[src/rtl/lsu_mem_stage.sv]
// lsu_mem_stage: MEM-stage load/store unit between EX and WB. Holds one op at a
// time, drives a valid/ready data-cache port and presents a held result to WB.
//
//   state    | meaning
//   ---------+-----------------------------------------------------------
//   IDLE     | ready for the next op from EX
//   REQ      | cache request presented, waiting for i_req_ready
//   WAIT_RSP | request accepted, waiting for the cache response / ack
//   DONE     | result presented to WB, waiting for i_wb_ready
module lsu_mem_stage #(
  parameter int XLEN   = 32,
  parameter int STRB_W = XLEN / 8,
  parameter int OFF_W  = $clog2(STRB_W)
) (
  input  logic              i_clk,
  input  logic              i_reset,
  input  logic              i_valid,
  output logic              o_ready,
  input  logic              i_is_load,
  input  logic              i_is_store,
  input  logic [1:0]        i_size,
  input  logic              i_unsigned,
  input  logic [XLEN-1:0]   i_addr,
  input  logic [XLEN-1:0]   i_store_data,
  input  logic [4:0]        i_rd,
  output logic              o_req_valid,
  input  logic              i_req_ready,
  output logic              o_req_we,
  output logic [XLEN-1:0]   o_req_addr,
  output logic [XLEN-1:0]   o_req_wdata,
  output logic [STRB_W-1:0] o_req_strb,
  input  logic              i_rsp_valid,
  input  logic [XLEN-1:0]   i_rsp_rdata,
  output logic              o_wb_valid,
  input  logic              i_wb_ready,
  output logic              o_wb_we,
  output logic [4:0]        o_wb_rd,
  output logic [XLEN-1:0]   o_wb_data,
  output logic              o_misaligned
);

  typedef enum logic [1:0] {IDLE, REQ, WAIT_RSP, DONE} state_t;

  state_t state, state_nxt;

  // Latched op fields
  logic            op_load;
  logic            op_store;
  logic            op_unsigned;
  logic [1:0]      op_size;
  logic [XLEN-1:0] op_addr;
  logic [XLEN-1:0] op_sdata;
  logic [4:0]      op_rd;

  // Held WB result
  logic [XLEN-1:0] wb_data_q;
  logic            wb_we_q;
  logic            mis_q;

  logic              accept;
  logic              in_mem;
  logic              in_misalign;
  logic              in_illegal;
  logic              in_fault;
  logic [OFF_W-1:0]  off;
  logic [STRB_W-1:0] lane_strb;
  logic [XLEN-1:0]   lane;
  logic [XLEN-1:0]   ld_mask;
  logic              ld_msb;
  logic [XLEN-1:0]   ld_val;

  assign accept = i_valid && (state == IDLE);
  assign in_mem = i_is_load || i_is_store;

  always_comb begin
    case (i_size)
      2'd1:    in_misalign = i_addr[0];
      2'd2:    in_misalign = |i_addr[1:0];
      2'd3:    in_misalign = |i_addr[2:0];
      default: in_misalign = 1'b0;
    endcase
  end

  assign in_illegal = (i_size == 2'd3) && (XLEN == 32);
  assign in_fault   = in_misalign || in_illegal;

  assign off = op_addr[OFF_W-1:0];

  always_comb begin
    case (op_size)
      2'd0:    lane_strb = STRB_W'(1'b1);
      2'd1:    lane_strb = STRB_W'(2'b11);
      2'd2:    lane_strb = STRB_W'(4'hF);
      default: lane_strb = '1;
    endcase
  end

  // Load lane extraction and sign/zero extension from the aligned read word
  assign lane = i_rsp_rdata >> {off, 3'b000};

  always_comb begin
    case (op_size)
      2'd0: begin
        ld_mask = XLEN'(8'hFF);
        ld_msb  = lane[7];
      end
      2'd1: begin
        ld_mask = XLEN'(16'hFFFF);
        ld_msb  = lane[15];
      end
      2'd2: begin
        ld_mask = XLEN'(32'hFFFF_FFFF);
        ld_msb  = lane[31];
      end
      default: begin
        ld_mask = '1;
        ld_msb  = lane[XLEN-1];
      end
    endcase
  end

  assign ld_val = (ld_msb && !op_unsigned) ? (lane | ~ld_mask) : (lane & ld_mask);

  always_comb begin
    state_nxt   = state;
    o_ready     = 1'b0;
    o_req_valid = 1'b0;
    o_wb_valid  = 1'b0;
    case (state)
      IDLE: begin
        o_ready = 1'b1;
        if (i_valid) begin
          state_nxt = (in_mem && !in_fault) ? REQ : DONE;
        end
      end
      REQ: begin
        o_req_valid = 1'b1;
        if (i_req_ready) begin
          state_nxt = WAIT_RSP;
        end
      end
      WAIT_RSP: begin
        if (i_rsp_valid) begin
          state_nxt = DONE;
        end
      end
      DONE: begin
        o_wb_valid = 1'b1;
        if (i_wb_ready) begin
          state_nxt = IDLE;
        end
      end
      default: state_nxt = IDLE;
    endcase
  end

  // Request fields derive only from latched state, so they hold through stalls
  assign o_req_we    = o_req_valid && op_store;
  assign o_req_addr  = o_req_valid ? {op_addr[XLEN-1:OFF_W], {OFF_W{1'b0}}} : '0;
  assign o_req_wdata = o_req_valid ? (op_sdata << {off, 3'b000}) : '0;
  assign o_req_strb  = !o_req_valid ? '0 :
                       op_store     ? (lane_strb << off) : '1;

  assign o_wb_we      = wb_we_q;
  assign o_wb_rd      = op_rd;
  assign o_wb_data    = wb_data_q;
  assign o_misaligned = mis_q;

  always_ff @(posedge i_clk) begin
    if (i_reset) begin
      state       <= IDLE;
      op_load     <= 1'b0;
      op_store    <= 1'b0;
      op_unsigned <= 1'b0;
      op_size     <= 2'd0;
      op_addr     <= '0;
      op_sdata    <= '0;
      op_rd       <= 5'd0;
      wb_data_q   <= '0;
      wb_we_q     <= 1'b0;
      mis_q       <= 1'b0;
    end else begin
      state <= state_nxt;
      if (accept) begin
        op_load     <= i_is_load;
        op_store    <= i_is_store;
        op_unsigned <= i_unsigned;
        op_size     <= i_size;
        op_addr     <= i_addr;
        op_sdata    <= i_store_data;
        op_rd       <= i_rd;
        mis_q       <= in_mem && in_fault;
        if (!in_mem) begin
          wb_data_q <= i_addr;
          wb_we_q   <= (i_rd != 5'd0);
        end else begin
          wb_data_q <= '0;
          wb_we_q   <= 1'b0;
        end
      end else if ((state == WAIT_RSP) && i_rsp_valid) begin
        wb_data_q <= op_load ? ld_val : '0;
        wb_we_q   <= op_load && (op_rd != 5'd0);
      end
    end
  end

endmodule

[config.mk]
export PLATFORM = sky130hd
export DESIGN_NAME = lsu_mem_stage
export DESIGN_NICKNAME = d
export VERILOG_FILES = /design/src/rtl/lsu_mem_stage.sv
export SDC_FILE = /design/constraint.sdc
export NUM_CORES = 1
export LEC_CHECK = 0
export ABC_AREA = 1
export BUFFER_PORTS_ARGS = -buffer_cell sky130_fd_sc_hd__buf_2
export CAP_MARGIN = 20
export CORE_ASPECT_RATIO = 1.5
export CORE_MARGIN = 2
export CORE_UTILIZATION = 50
export CTS_CLUSTER_DIAMETER = 60
export DETAILED_ROUTE_END_ITERATION = 12
export GPL_TIMING_DRIVEN = 1
export PLACE_DENSITY = 0.82
export SLEW_MARGIN = 20
export SYNTH_ARGS = -nofsm -noshare
export SYNTH_HDL_FRONTEND = slang
export SYNTH_SLANG_ARGS = --single-unit
[constraint.sdc]
create_clock -name i_clk -period 3.5 [get_ports i_clk]
set_input_delay 0.175 -clock i_clk [delete_from_list [all_inputs] [get_ports i_clk]]
set_output_delay 0.175 -clock i_clk [all_outputs]
set_load 0.02 [all_outputs]
# After elaboration in Yosys (flattened, before gate mapping)
# Index checks and enable logic that the tools add are counted.
[op_classes]
n_addsub = 0
multipliers = 0
n_div = 0
magnitude_cmp = 0
eq_ne = 11
shifts = 3
n_mux = 25
bitwise_logic = 3
n_reduce_logical = 19
[ops]
columns = ["op", "count"]
rows = [
  ["$mux 32", 7],
  ["$pmux 32 s2", 1],
  ["$and 32x32->32", 1],
  ["$not 32->32", 1],
  ["$or 32x32->32", 1],
  ["$shl 32x5->32", 1],
  ["$shr 32x5->32", 1],
  ["$mux 2", 5],
  ["$reduce_bool 5->1", 2],
  ["$eq 2x2->1 const B", 4],
  ["$mux 4", 2],
  ["$ne 2x2->1 const B", 4],
  ["$pmux 2 s4", 1],
  ["$pmux 4 s2", 1],
  ["$logic_and 1x1->1", 7],
  ["$eq 2x1->1 const B", 3],
  ["$mux 1", 6],
  ["$logic_not 2->1", 2],
  ["$reduce_and 4->1", 1],
  ["$shl 4x2->4", 1],
  ["$pmux 1 s3", 1],
  ["$reduce_or 3->1", 1],
  ["$logic_not 1->1", 2],
  ["$logic_or 1x1->1", 2],
  ["other kinds (3)", 3],
]
[totals]
register_bits = 110
latchBits = 0
ram_bits = 0
romBits = 0
out_inout_bits = 111
n_memories = 0

# Logic depth before layout (Yosys ltp)
[depth]
depth_word = 8
ltp_mapped = 10

# Worst setup path before layout
# No wires, ideal clock.
[synth_timing]
kind = "flip-flop to output port"
from = "register state[1]"
to = "output port o_req_wdata[28]"
arrival_time_ps = 1844
required_time_ps = 3325
path_slack_ps = 1481
stages_incl_launch_ff = 7
n_path_buf = 2
path_cell_list = "dfxtp_1 -> inv_1 -> ha_1 -> buf_2 -> nand2_1 -> clkbuf_1 -> o32ai_1"
[synth_between]
elab_chain_cells = 3
[synth_lines]
columns = ["item", "line_no", "rtl"]
rows = [
  ["from (decl)", "44", "state_t state, state_nxt;"],
  ["from (signal assigned)", "183", "state <= state_nxt;"],
  ["$eq 2x1->1", "129", "case (state)"],
  ["$mux 1", "129", ""],
  ["named net o_req_valid", "26", "output logic o_req_valid,"],
  ["$mux 32", "160", "assign o_req_wdata = o_req_valid ? (op_sdata << {off, 3'b000}) : '0;"],
  ["to (decl)", "30", "output logic [XLEN-1:0] o_req_wdata,"],
]
# The timed path passes the listed nets, and every way through them passes these cells.

# Worst setup path in the final report
[layout_timing]
from = "register state[0]"
to = "register wb_data_q[28] (netlist: o_wb_data[28])"
[layout_between]
elab_chain_cells = 3
word_cells_on_any_way = 6
classes_between = "eq/ne: 1; mux: 1; reduce/logical: 4"
[layout_lines]
columns = ["item", "line_no", "rtl"]
rows = [
  ["$eq 2x2->1 / $logic_not 2->1 (equally long branches)", "200, 72", ""],
  ["$logic_and 1x1->1, on equally long branches", "200, 72", ""],
  ["$reduce_bool 2->1 (no source line) / $mux 32 (equally long branches)", "n/a", ""],
  ["to (signal assigned)", "194", "wb_data_q <= i_addr;"],
  ["to (signal assigned)", "201", "wb_data_q <= op_load ? ld_val : '0;"],
  ["to (decl)", "56", "logic [XLEN-1:0] wb_data_q;"],
]
# Several ways; a longest one is shown, not always the timed one.
# A chain may end at the register's enable or synchronous reset.

==> results_dict.tcl <==
set metrics [dict create \
    clk_pin_slew_ns 0.08 \
    grt_pass1_vias 5959 \
    die_w_um 91.3 \
    power.leakage_uw 0.00351 \
    yosysSeqAreaShare_pct 38.6 \
    critPathCaptureType "flip-flop" \
    yosys_warnings 0 \
    grt_max_degree 65 \
    grt_remaining_overflow 0 \
    drc 0 \
    route.detailed.wl_per_inst_um 15.3 \
    num_vias 6407 \
    grt_pass1_wl_mm 28.6 \
    synth_commonest_cells "nand2_1, nor2_1, dfxtp_1" \
    die_y_um 135 \
    required_ns 3.79 \
    num-nets-final 1149 \
    synth_edf_count 0 \
    finalCritPeriodShare_pct 70.3 \
    yosys.area.top_type "dfxtp_1" \
    cts_hold_buf 0 \
    setup_violations 0 \
    vias_per_cell 5.40 \
    htree_levels 3 \
    ios 223 \
    cts-resized-gates 0 \
    skew_ns 0.00697 \
    drive_gt1_share_pct 26.4 \
    clkLatencyLatePin_ns 0.35 \
    die_area_um2 12300 \
    p_per_area_nw_per_um2 774 \
    max-slew-margin-rel_pct 38.0 \
    yosysMostFrequentCell "nand2_1" \
    gp_congestion 0.932 \
    synthCells 855 \
    layout_min_cycle_time_ns 2.46 \
    syn_to_final_growth_pct 24.1 \
    ys_types 33 \
    synth_top_area_share_pct 38.6 \
    drt_iter0_drc 553 \
    critPathKind "reg2reg" \
    synth_ff_type "dfxtp_1" \
    grt_use_total_pct 29.0 \
    firstDrtPassIters 6 \
    ant_nets 0 \
    cts_inserted_buffers 9 \
    cts_tree "yes" \
    max_slew.worst_pin.slew_ns 0.929 \
    drv_cap 0 \
    synth.ff_latch_count 110 \
    rsz0062_at_grt "false" \
    syn_area_um2 5710 \
    root_buffer "clkbuf_16" \
    core.rowCount 47 \
    arrival_ns 2.75 \
    drv_slew 0 \
    syn_avg_cell_area_um2 6.68 \
    fin_tns_setup_ns 0 \
    place_hpwl_mm 13.5 \
    cts_setup_buffers 0 \
    io_buffers 220 \
    core_area_um2 11100 \
    wirelength_mm 18.1 \
    outcome "finished, final reports clean" \
    cp_max_fo 30 \
    cts_sinks 110 \
    irDropWorstVdd_mv 0.430 \
    floorplan.initialDensity_pct 51.4 \
    antenna_found_initial 2 \
    netlist_top_cells_area "dfxtp_1, nand2_1, a21oi_1" \
    worstHoldPathType "in2reg" \
    fmax_mhz 406 \
    start_kind "flip-flop" \
    cts_buffer_depth 2 \
    async_reset_ff_share_pct 0 \
    finalPower_uw 5480 \
    hold_viol_final 0 \
]
-- flip-flops by register name (all words and copies together) (netlist names) --
| name | count |
|---|---|
| op_store | 1 |
| op_unsigned | 1 |
| op_load | 1 |
| op_sdata | 32 |
| o_misaligned | 1 |
| o_wb_we | 1 |
| op_size | 2 |
| o_wb_rd | 5 |
| op_addr | 32 |
| state | 2 |
| o_wb_data | 32 |
-- layout make-up --
type,count,area (um2)
inverter,63,239
tap,147,184
multi-input combinational,618,2950
timing repair buffer,231,1180
clock buffer,10,229
sequential,110,2200
clock inverter,6,95.1
fill,1071,4030
antenna,2,5.00
-- cells by family (layout without fill, tap and decap cells) --
family | Yosys count | in the layout | synth area share [%]
fa+ha+maj | 4 | 4 | 0.876
compound gates | 257 | 257 | 24.6
other cells | 1 | 4 | 0.0657
flops | 110 | 110 | 38.6
simple gates | 347 | 347 | 24.6
mux | 8 | 8 | 1.40
buf+inv | 128 | 310 | 9.88
-- worst max-delay path: stages, from the launching register on --
cell     delay (ns)
dfxtp_1        0.34
inv_1          0.09
ha_1           0.22
nand2_2        0.26
nor2_1         0.23
nand2_1        0.15
inv_1          0.71
a21oi_1        0.21
a21oi_2        0.20
-- layer usage --
layer | wire length [um] | up-vias | share of wire (%) | GRT usage, %
li1 | - | 3161 | - | -
met1 | 6610 | 2869 | 36 | 32.0
met2 | 9210 | 318 | 51 | 51.4
met3 | 1360 | 59 | 7.5 | 5.30
met4 | 939 | 0 | 5.2 | 17.5
met5 | 0 | - | 0 | 0
-- metrics by stage --
step	instance area, um2	hold slack (ns)	util (%)	std cells	worst slack [ns]
6_report	7090	0.0598	63.8	1187	1.04
2_1_floorplan	5710	0.319	-	856	1.48
3_3_place_gp	6760	0.416	60.8	1169	1.24
3_5_place_dp	6760	0.422	60.8	1169	1.10
4_1_cts	7080	0.0551	63.7	1185	1.07
5_1_grt	7090	0.0746	63.8	1187	0.791
-- power breakdown --
group          internal (uW)  total, uW  switching, uW
logic                    791       2560           1770
clock network            634       1110            476
registers               1590       1810            219
total                   3010       5480           2470
-- worst paths after layout --
kind	from	endpoint	slack, ns	cells past startpoint
setup / recovery	state[0]	o_wb_data[28]	1.04	8
hold / removal	i_store_data[22]	op_sdata[22]	0.06	3
setup reg to reg	state[0]	o_wb_data[28]	1.04	8
hold reg to reg	op_addr[2]	op_addr[2]	0.47	2
-- layout by cell type (no fill, tap or decap), drive strengths merged, types with 8 or more instances in the layout --
| master | count |
|---|---|
| a21oi | 120 |
| buf | 231 |
| clkbuf | 10 |
| dfxtp | 110 |
| inv | 62 |
| mux2i | 8 |
| nand2 | 173 |
| nand3 | 46 |
| nor2 | 123 |
| o211ai | 9 |
| o21ai | 102 |
| o22ai | 13 |
No activity file was read; power rests on OpenSTA's default activity.
